--- config.mk ---
export PLATFORM = sky130hd
export DESIGN_NAME = ex_mem_reg
export DESIGN_NICKNAME = d
export VERILOG_FILES = /design/src/rtl/ex_mem_reg.sv
export SDC_FILE = /design/constraint.sdc
export NUM_CORES = 1
export LEC_CHECK = 0
export BUFFER_PORTS_ARGS = -buffer_cell sky130_fd_sc_hd__clkbuf_2
export CAP_MARGIN = 5
export CORE_ASPECT_RATIO = 0.75
export CORE_MARGIN = 5
export CORE_UTILIZATION = 44
export CTS_CLUSTER_DIAMETER = 120
export DETAILED_ROUTE_END_ITERATION = 10
export GPL_TIMING_DRIVEN = 0
export MAX_ROUTING_LAYER = met4
export PLACE_DENSITY = 0.89
export SLEW_MARGIN = 30
export SYNTH_ARGS = -nofsm -noshare
export SYNTH_HDL_FRONTEND = slang
export SYNTH_SLANG_ARGS = --single-unit
--- constraint.sdc ---
create_clock -name clk -period 1.8 [get_ports clk]
set_input_delay 0.09 -clock clk [delete_from_list [all_inputs] [get_ports clk]]
set_output_delay 0.09 -clock clk [all_outputs]
set_load 0.05 [all_outputs]
--- src/rtl/ex_mem_reg.sv ---
// ex_mem_reg: EX/MEM pipeline register with stall, flush, sticky signed overflow and halt drain FSM
module ex_mem_reg #(
  parameter int N = 16
) (
  input  logic         clk,
  input  logic         rst_n,
  input  logic         ex_valid,
  input  logic [N-1:0] ex_alu_out,
  input  logic         ex_zero,
  input  logic         ex_ofl,
  input  logic         ex_sign,
  input  logic [N-1:0] ex_st_data,
  input  logic [2:0]   ex_rd,
  input  logic [2:0]   ex_ctl,
  input  logic         ex_halt,
  input  logic         mem_stall,
  input  logic         flush,
  output logic         ex_ready,
  output logic         mem_valid,
  output logic [N-1:0] mem_alu_out,
  output logic [N-1:0] mem_st_data,
  output logic         mem_zero,
  output logic [2:0]   mem_rd,
  output logic [2:0]   mem_ctl,
  output logic         ofl_err,
  output logic         halted
);
  typedef enum logic [1:0] {RUN, DRAIN, HALTED} state_t;
  state_t state, state_d;
  logic take, drain_done;
  assign ex_ready   = (state == RUN) & ~mem_stall;
  assign take       = ex_valid & ~flush;
  assign drain_done = (state == DRAIN) & ~mem_stall;
  assign halted     = (state == HALTED);
  always_ff @(posedge clk or negedge rst_n)
    if (!rst_n) state <= RUN;
    else state <= state_d;
  always_comb begin
    state_d = (ex_ready & take & ex_halt) ? DRAIN : drain_done ? HALTED : state;
  end
  always_ff @(posedge clk or negedge rst_n)
    if (!rst_n) begin
      mem_valid   <= 1'b0;
      mem_alu_out <= '0;
      mem_st_data <= '0;
      mem_zero    <= 1'b0;
      mem_rd      <= 3'b000;
      mem_ctl     <= 3'b000;
      ofl_err     <= 1'b0;
    end else if (ex_ready) begin
      mem_valid   <= take;
      mem_alu_out <= ex_alu_out;
      mem_st_data <= ex_st_data;
      mem_zero    <= ex_zero;
      mem_rd      <= ex_rd;
      mem_ctl     <= take ? ex_ctl : 3'b000;
      ofl_err     <= ofl_err | (take & ex_sign & ex_ofl);
    end else if (drain_done) begin
      mem_valid   <= 1'b0;
    end
endmodule

==> metrics.md, run 1 <==
| Metric | Value |
|---|---|
| Predominant post-synthesis flop cell | `dfrtp_1` |
| EDFF count, synth | `0` |
| Vias | `around 1.2k` |
| Layout cell share with drive strength beyond 1 | `a little over two thirds` |
| Placed Cells | `around 240` |
| Detail-routed net length per standard cell | `roughly 14 um` |
| Yosys cell types | `15` |
| #FFs+latches synth | `43` |
| Top cell type's share of synthesized area | `between 60% and 70%` |
| CP arrival | `around 1.5 ns` |
| Status | `completed` |
| Final Non-Filler Cells | `251` |
| GP Congestion | `between 0.7 and 0.8` |
| PortBufs | `88` |
| Sequential area share after synthesis | `about 64%` |
| N_diodes | `0` |
| Max_cap viols | `0` |
| Total global-route track usage | `between 10% and 20%` |
| Antenna violations before repair | `0` |
| Worst min path class | `in2reg` |
| Synth-to-layout area growth | `39.4%` |
| RSZ-0062 raised after global routing | `false` |
| Final Setup Violations | `0` |
| Yosys warns | `0` |
| Max stage delay on crit path | `roughly 0.36 ns` |
| Kind of critical path | `reg2out` |
| Core ar. | `between 3000 and 4000 um^2` |
| Worst-path fanout max | `10` |
| Total iterations of the first detailed-routing run | `2` |
| Resized cells post-CTS | `0` |
| Die width | `approximately 81 um` |
| Largest delay contributor family on the critical path | `buffers and inverters` |
| Detailed Place HPWL | `roughly 2.7 mm` |
| Starting Density | `a little under half` |
| Gate count after technology mapping | `about 100` |
| TritonCTS Buffers | `5` |
| Filler instances | `about 310` |
| Syn Area/Cell | `about 17 um^2` |
| Crit path max-delay cell type | `dfrtp_1` |
| Origin of the critical flop-to-flop path | `state[1]` |
| Largest net degree at the start of global routing | `44` |
| Vias/cell | `4.72` |
| DRC errors left | `0` |
| CTS clk-pin slew, worst paths | `around 0.080 ns` |
| WHS Endpoint | `mem_alu_out[2]` |
| Clk root buf | `clkbuf_8` |
| Skew final | `approximately 0.0057 ns` |
| WP data required | `1.71 ns` |
| R2R depth | `5` |
| Die H | `~64 um` |
| CTS tree | `yes` |
| Vias in the first global route | `about 1.3k` |
| CTS Sinks | `between 40 and 50` |
| Cell Rows | `19` |
| Final Hold Fails | `0` |
| Hold_sp | `ex_alu_out[2]` |
| Syn nets | `148` |
| Post-layout util | `63.9%` |
| Nets | `around 250` |
| Worst-path cell chain | `buf_4, nor3_4, buf_6, clkbuf_2` |
| Gr ovfl total | `0` |
| Die area | `5160 um^2` |
| CTS max path bufs | `2` |
| Setup TNS | `0 ns` |
| Yosys top cell by area | `dfrtp_1` |
| Cell Area, Synth | `between 1500 and 2000 um^2` |
| Multi-input gate area | `536 um^2` |
| Max-Slew Margin vs Limit | `between 60% and 70%` |
| Worst Tran Pin Value | `0.558 ns` |
| Worst Hold Depth | `2` |
| Fmax | `0.644 GHz` |
| WL final | `between 3 and 4 mm` |
| Most common cell in the synthesized netlist | `dfrtp_1` |
| Clk_lat worst skew | `slightly below 0.3 ns` |
| Post-DRT Antenna Nets | `0` |
| Reg-to-reg slack, setup | `around 0.26 ns` |
| Synth async-reset ratio | `100%` |
| Worst r2r dst | `mem_alu_out[6]` |
| Global-route wire length before repair | `between 5 and 6 mm` |
| Pins Over Slew Limit | `0` |
| CP Buf/Inv Count | `3` |
| Setup crit start kind | `register` |
| Synth top area cells | `dfrtp_1 64%, mux2_2 21%, buf_6 3.4%, mux2_1 3.4%, a31o_2 2.1%` |
| IO Count | `90` |
| Final worst-path cycle share | `~86%` |
| Htree depth | `2` |
| Synth cell count leaders | `43 x dfrtp_1, 31 x mux2_2, 5 x buf_6, 5 x mux2_1, 4 x a31o_2` |
| Crit. End Element | `output port` |
| Minimum clock period | `between 1.5 and 2 ns` |
| Drt initial violations | `37` |
| Register Area | `~1100 um^2` |
## timing repair
| action | in CTS | in global routing |
|---|---|---|
| buffers inserted | 1 | 0 |
| setup endpoints to repair | 1 | 0 |
| hold buffers | 1 | 0 |
| endpoints found under the hold margin | 43 | 0 |
## registers in the layout, summed over array words and instances, names as in the netlist
signal	count
mem_st_data	16
mem_alu_out	16
state	2
mem_ctl	3
ofl_err	1
mem_rd	3
mem_zero	1
mem_valid	1
## worst max-delay path by stage
| stage | cells after the start | to | slack (ns) | from |
|---|---|---|---|---|
| 2_1_floorplan | 4 | mem_st_data[11] | 0.29 | state[1] |
| 3_3_place_gp | 4 | mem_alu_out[6] | 0.22 | state[1] |
| 3_5_place_dp | 4 | mem_alu_out[6] | 0.17 | state[1] |
| 4_1_cts | 4 | ex_ready | 0.22 | state[1] |
| 5_1_grt | 4 | ex_ready | 0.15 | state[1] |
| 6_report | 4 | ex_ready | 0.25 | state[1] |
## layout make-up
type | instances | area share [%]
tap | 52 | 2.78
inverter | 1 | 0.160
timing repair buffer | 90 | 19.7
clock buffer | 5 | 2.94
sequential | 43 | 46.0
multi-input combinational | 51 | 22.9
buffer | 6 | 2.73
clock inverter | 3 | 2.89
## placed cells by master, fill, tap and decap left out
master / n
nor3_4: 1
clkbuf_8: 5
inv_1: 1
dlygate4sd3_1: 1
o21ai_0: 1
buf_6: 5
nor2b_1: 2
mux2_1: 5
dfrtp_1: 43
o21a_1: 1
a31o_2: 4
clkbuf_2: 87
a41o_1: 1
o31a_1: 3
a21o_1: 1
bufinv_16: 2
buf_4: 2
clkbuf_4: 1
a21bo_2: 1
mux2_2: 31
clkinvlp_4: 1
## cell families (layout without fill, tap and decap cells)
kind of cell / count (synthesis) / after routing / share of synthesized area [%]
AND/OR/NAND/NOR: 3 / 3 / 1.71
buffers and inverters: 7 / 105 / 4.02
AO/OA/AOI/OAI: 12 / 12 / 6.04
multiplexers: 36 / 36 / 24.1
flip-flops: 43 / 43 / 64.1
## per-stage QoR
step,worst slack [ns],hold WS (ns),instance area [um^2]
final,0.247,0.0169,2340
after global routing,0.152,0.00453,2340
after CTS,0.222,0.00999,2340
after detailed placement,0.173,0.151,2190
after global placement,0.215,0.309,2180
after floorplan,0.289,-0.206,1680
## per-layer routing
metal / wire length [um] / vias to the layer above / GRT usage [%] / part of all wire, %
li1: - / 557 / - / -
met1: 1350 / 570 / 17.2 / 40
met3: 343 / 5 / 6.13 / 10
met2: 1680 / 53 / 25.0 / 49
met4: 50 / 0 / 6.33 / 1.5
met5: 0 / - / - / 0
Power of run 1 is not shown: default switching activity piles up to over one toggle a cycle in this logic, so the estimate is an artifact.
==> inputs of run 2 (changes only) <==
PLACE_DENSITY = unset   (was 0.89)
PLACE_DENSITY_LB_ADDON = 0.2   (was unset)
==> run 2 against run 1 <==
- register-to-register slack about the same
- worst hold slack worse by 0.0058 ns
- cell count unchanged
- sequential share of layout area up 0.72 points
- die area unchanged
- global-route usage down 0.52 points
- core utilization down 0.99 points
- clock skew down 0.0029 ns
- non-clock buffer count unchanged
- first-iteration DRC count down 5.4%
- via count down 0.34%
- largest cell class unchanged
==> metrics.md, run 2 (synthesis results as in run 1) <==
| Metric | Value |
|---|---|
| Die H | `63.5 um (unchanged)` |
| Die area | `5160 um^2 (unchanged)` |
| Clk root buf | `clkbuf_8 (unchanged)` |
| Gr ovfl total | `0 (unchanged)` |
| CTS clk-pin slew, worst paths | `0.07 ns (was 0.08 ns)` |
| Largest delay contributor family on the critical path | `buffers and inverters (unchanged)` |
| Worst-path cell chain | `buf_4, nor3_4, buf_6, clkbuf_2 (unchanged)` |
| Synth-to-layout area growth | `37.3% (was 39.4%)` |
| Layout cell share with drive strength beyond 1 | `69.8% (was 70.4%)` |
| Worst path depth | `4 (unchanged)` |
| Nets | `245 (unchanged)` |
| Kind of critical path | `reg2out (unchanged)` |
| IO Count | `90 (unchanged)` |
| Vias in the first global route | `1313 (was 1344)` |
| Crit. Startpoint | `state[1] (unchanged)` |
| Setup TNS | `0 ns (unchanged)` |
| Reg-to-reg slack, setup | `0.27 ns (was 0.26 ns)` |
| RSZ-0062 raised after global routing | `false (unchanged)` |
| Fmax | `0.645 GHz (was 0.644 GHz)` |
| Post-DRT Antenna Nets | `0 (unchanged)` |
| Worst Tran Pin Value | `0.564 ns (was 0.558 ns)` |
| Commonest non-fill, non-tap cell in the layout | `clkbuf_2 (unchanged)` |
| Max-Slew Margin vs Limit | `62.4% (was 62.8%)` |
| Status | `completed (unchanged)` |
| Vias | `1181 (was 1185)` |
| Worst r2r dst | `mem_alu_out[13] (was mem_alu_out[6])` |
| Final worst-path cycle share | `86.1% (was 86.3%)` |
| Largest net degree at the start of global routing | `44 (unchanged)` |
| Final Setup Violations | `0 (unchanged)` |
| Most frequent cells in the layout | `87 x clkbuf_2, 43 x dfrtp_1, 31 x mux2_2 (unchanged)` |
| Max stage delay on crit path | `0.36 ns (about the same)` |
| Pins Over Slew Limit | `0 (unchanged)` |
| N_diodes | `0 (unchanged)` |
| Crit path max-delay cell type | `dfrtp_1 (unchanged)` |
| CP Buf/Inv Count | `3 (unchanged)` |
| Die width | `81.3 um (unchanged)` |
| Setup crit start kind | `register (unchanged)` |
| Clk_lat worst skew | `0.29 ns (about the same)` |
| Core ar. | `3660 um^2 (unchanged)` |
| CTS tree | `yes (unchanged)` |
| CP arrival | `1.46 ns (about the same)` |
| TritonCTS Buffers | `5 (unchanged)` |
| Skew final | `0.00279 ns (was 0.00569 ns)` |
| Top Registers | `mem_alu_out x16, mem_st_data x16 (unchanged)` |
| WL final | `3.47 mm (was 3.42 mm)` |
| Crit. End Element | `output port (unchanged)` |
| Antenna violations before repair | `0 (unchanged)` |
| Max_cap viols | `0 (unchanged)` |
| Cell Rows | `19 (unchanged)` |
| PortBufs | `88 (unchanged)` |
| GP Congestion | `0.731 (was 0.704)` |
| WP data required | `1.71 ns (about the same)` |
| CP Capture Point | `ex_ready (unchanged)` |
| Total global-route track usage | `15.1% (was 15.6%)` |
| Drt initial violations | `35 (was 37)` |
| Detail-routed net length per standard cell | `13.8 um (was 13.6 um)` |
| Filler instances | `331 (was 312)` |
| Origin of the critical flop-to-flop path | `state[1] (unchanged)` |
| CTS max path bufs | `2 (unchanged)` |
| CTS Sinks | `43 (unchanged)` |
| R2R depth | `5 (unchanged)` |
| Minimum clock period | `1.55 ns (about the same)` |
| Htree depth | `2 (unchanged)` |
| Total iterations of the first detailed-routing run | `3 (was 2)` |
| Detailed Place HPWL | `2.72 mm (was 2.66 mm)` |
| Vias/cell | `4.71 (was 4.72)` |
| Worst-path fanout max | `10 (unchanged)` |
| Starting Density | `45.9% (unchanged)` |
| Worst min path class | `in2reg (unchanged)` |
| DRC errors left | `0 (unchanged)` |
| Final Hold Fails | `0 (unchanged)` |
| Global-route wire length before repair | `5.84 mm (was 5.98 mm)` |
==> run 2: repair_timing <==
| action | in CTS | in global routing |
|---|---|---|
| buffers inserted | 1 | 0 |
| hold endpoints to repair | 43 | 0 |
| hold buffers | 1 | 0 |
| endpoints found under the setup margin | 1 | 0 |
| gates resized for setup | 0 | 0 |
==> run 2: worst min path at each step <==
stage / start / end / slack (ns) / cells past startpoint
3_3_place_gp: rst_n / mem_alu_out[13] / 0.29 / 1
3_5_place_dp: rst_n / mem_alu_out[14] / 0.15 / 1
5_1_grt: ex_st_data[12] / mem_st_data[12] / 0.009 / 2
6_report: ex_st_data[12] / mem_st_data[12] / 0.01 / 2
4_1_cts: ex_st_data[12] / mem_st_data[12] / 0.004 / 2
2_1_floorplan: rst_n / mem_alu_out[0] / -0.21 / 0
==> run 2: metrics by stage <==
step	instance area [um^2]	utilization, %	std cells	worst slack, ns	hold slack [ns]
3_3_place_gp	2180	59.7	241	0.226	0.293
2_1_floorplan	1680	-	101	0.289	-0.206
5_1_grt	2300	63.0	251	0.168	0.00912
6_report	2300	63.0	251	0.250	0.0111
3_5_place_dp	2190	59.7	241	0.204	0.150
4_1_cts	2300	63.0	251	0.228	0.00432
==> run 2: worst register-to-register path, stage by stage (launching register included) <==
cell and delay (ns):
dfrtp_1 0.36, buf_4 0.16, nor3_4 0.21, buf_4 0.19, buf_6 0.16, mux2_2 0.34
==> run 2: area by class of cell <==
type	instances	area (um^2)	share of cell area [%]
Buffer	6	63.8	2.77
Clock buffer	8	100	4.34
Inverter	1	3.75	0.163
Multi-Input combinational cell	51	536	23.2
Sequential cell	43	1080	46.7
Tap cell	52	65.1	2.82
Timing Repair Buffer	90	460	20.0
==> run 2: layer usage <==
metal | track usage, % | vias to the layer above | share of wire (%)
li1 | - | 557 | -
met1 | 15.7 | 571 | 37
met2 | 25.6 | 48 | 51
met3 | 5.27 | 5 | 10
met4 | 6.33 | 0 | 1.2
met5 | - | - | 0
Power of run 2 is left out for the same reason.
==> inputs of run 3 (changes only) <==
--- a/config.mk
+++ b/config.mk
@@ -7,5 +7,5 @@
 export LEC_CHECK = 0
 export BUFFER_PORTS_ARGS = -buffer_cell sky130_fd_sc_hd__clkbuf_2
-export CAP_MARGIN = 5
+export CAP_MARGIN = 20
 export CORE_ASPECT_RATIO = 0.75
 export CORE_MARGIN = 5
==> constraint.sdc (replaced) <==
create_clock -name clk -period 1.8 [get_ports clk]
set_input_delay 0.09 -clock clk [delete_from_list [all_inputs] [get_ports clk]]
set_output_delay 0.09 -clock clk [all_outputs]
set_load 0.1 [all_outputs]
==> run 3 against run 2 <==
- design area decreased by 0.98%
- clock-buffer cell count decreased by 2
- worst hold slack improved by 0.013 ns
- register-to-register slack about the same
- die area unchanged
- highest routed layer unchanged
==> metrics.md, run 3 (synthesis results as in run 1) <==
| Metric | Value |
|---|---|
| Worst-path fanout max | `10 (unchanged)` |
| IO Count | `90 (unchanged)` |
| Vias/cell | `4.78 (was 4.71)` |
| Die area | `5160 um^2 (unchanged)` |
| N_diodes | `0 (unchanged)` |
| Worst Hold Depth | `2 (unchanged)` |
| DRC errors left | `0 (unchanged)` |
| Starting Density | `45.9% (unchanged)` |
| Multi-input gate area | `538 um^2 (was 536 um^2)` |
| Clk_lat worst skew | `0.28 ns (was 0.29 ns)` |
| Final worst-path cycle share | `89.1% (was 86.1%)` |
| Final worst slack | `0.196 ns (was 0.250 ns)` |
| TritonCTS Buffers | `5 (unchanged)` |
| Vias in the first global route | `1295 (was 1313)` |
| WP data required | `1.71 ns (about the same)` |
| WL final | `3.40 mm (was 3.47 mm)` |
| Final Hold Fails | `0 (unchanged)` |
| CTS Sinks | `43 (unchanged)` |
| Die width | `81.3 um (unchanged)` |
| Commonest non-fill, non-tap cell in the layout | `clkbuf_2 (unchanged)` |
| CTS max path bufs | `2 (unchanged)` |
| Die H | `63.5 um (unchanged)` |
| Minimum clock period | `1.60 ns (was 1.55 ns)` |
| Most frequent cells in the layout | `86 x clkbuf_2, 43 x dfrtp_1, 31 x mux2_2 (was 87 x clkbuf_2, 43 x dfrtp_1, 31 x mux2_2)` |
| Layout cell share with drive strength beyond 1 | `70.1% (was 69.8%)` |
| Antenna violations before repair | `0 (unchanged)` |
| Drt initial violations | `35 (unchanged)` |
| Post-layout util | `62.3% (was 63.0%)` |
| RSZ-0062 raised after global routing | `false (unchanged)` |
| Clk root buf | `clkbuf_8 (unchanged)` |
| DP Area | `2190 um^2 (about the same)` |
| Detailed Place HPWL | `2.66 mm (was 2.72 mm)` |
| Detail-routed net length per standard cell | `13.6 um (was 13.8 um)` |
| R2R depth | `5 (unchanged)` |
| Top Registers | `mem_alu_out x16, mem_st_data x16 (unchanged)` |
| CP arrival | `1.51 ns (was 1.46 ns)` |
| Filler instances | `296 (was 331)` |
| Worst min path class | `in2reg (unchanged)` |
| Max_cap viols | `0 (unchanged)` |
| Cell Rows | `19 (unchanged)` |
| Htree depth | `2 (unchanged)` |
| Setup crit start kind | `register (unchanged)` |
| Fmax | `0.623 GHz (was 0.645 GHz)` |
| GP Congestion | `0.717 (was 0.731)` |
| Total iterations of the first detailed-routing run | `4 (was 3)` |
| Total global-route track usage | `14.5% (was 15.1%)` |
| Crit. End Element | `output port (unchanged)` |
| Largest net degree at the start of global routing | `44 (unchanged)` |
| Core ar. | `3660 um^2 (unchanged)` |
| Max-Slew Margin vs Limit | `62.6% (was 62.4%)` |
| Post-DRT Antenna Nets | `0 (unchanged)` |
| Cell area after layout | `2280 um^2 (was 2300 um^2)` |
| Nets | `245 (unchanged)` |
| Pins Over Slew Limit | `0 (unchanged)` |
| Setup TNS | `0 ns (unchanged)` |
| Final Setup Violations | `0 (unchanged)` |
| Worst Tran Pin Value | `0.562 ns (was 0.564 ns)` |
| CTS tree | `yes (unchanged)` |
| PortBufs | `88 (unchanged)` |
| CTS clk-pin slew, worst paths | `0.07 ns (about the same)` |
| Gr ovfl total | `0 (unchanged)` |
| Post-Place Worst Slack | `0.149 ns (was 0.204 ns)` |
| Vias | `1189 (was 1181)` |
| Synth-to-layout area growth | `35.9% (was 37.3%)` |
| Kind of critical path | `reg2out (unchanged)` |
| Status | `completed (unchanged)` |
| Global-route wire length before repair | `5.60 mm (was 5.84 mm)` |
| Skew final | `0.00432 ns (was 0.00279 ns)` |
| Register Area | `1080 um^2 (unchanged)` |
## run 3: changes by cell type in the layout (fill, tap and decap cells not counted)
| cell | delta |
|---|---|
| clkbuf_4 | +1 |
| nor2b_2 | +1 |
| nor2b_1 | -1 |
| clkbuf_8 | -2 |
| clkbuf_2 | -1 |
## run 3: worst paths after layout
path	from	to	slack, ns
worst max-delay path	state[1]	ex_ready	0.20
worst min-delay path	ex_st_data[11]	mem_st_data[11]	0.02
worst max register to register	state[1]	mem_rd[0]	0.26
worst min register to register	ofl_err	ofl_err	0.47
max in group asynchronous	rst_n	mem_alu_out[1]	1.04
min in group asynchronous	rst_n	mem_valid	0.38
## run 3: area by class of cell
cell class	count	share of cell area [%]
Tap cell	52	2.85
Sequential cell	43	47.1
Multi-Input combinational cell	51	23.6
Clock buffer	6	3.18
Timing Repair Buffer	90	20.3
Inverter	1	0.164
Buffer	6	2.80
## run 3: metrics by stage
step,cells,hold WS (ns)
global placement,241,0.298
global route,249,0.0231
CTS,249,0.0139
floorplan,101,-0.206
finish,249,0.0237
detailed placement,241,0.149
## run 3: layer usage
layer,part of all wire (%),vias to the layer above,global-route usage [%]
met5,0,-,-
met4,0.62,0,5.06
met3,8.3,4,4.70
met2,49,51,23.2
met1,42,582,16.9
li1,-,552,-
## run 3: worst max-delay path: stages (launching register included)
cell	delay, ns
dfrtp_1	0.36
buf_4	0.16
nor3_4	0.21
buf_6	0.17
clkbuf_4	0.33
## run 3: repair_timing
item,CTS,global route
buffers inserted,1,0
setup endpoints to repair,1,0
resized for setup,1,0
endpoints found under the hold margin,43,0
hold buffers,1,0
Power of run 3 is left out for the same reason.
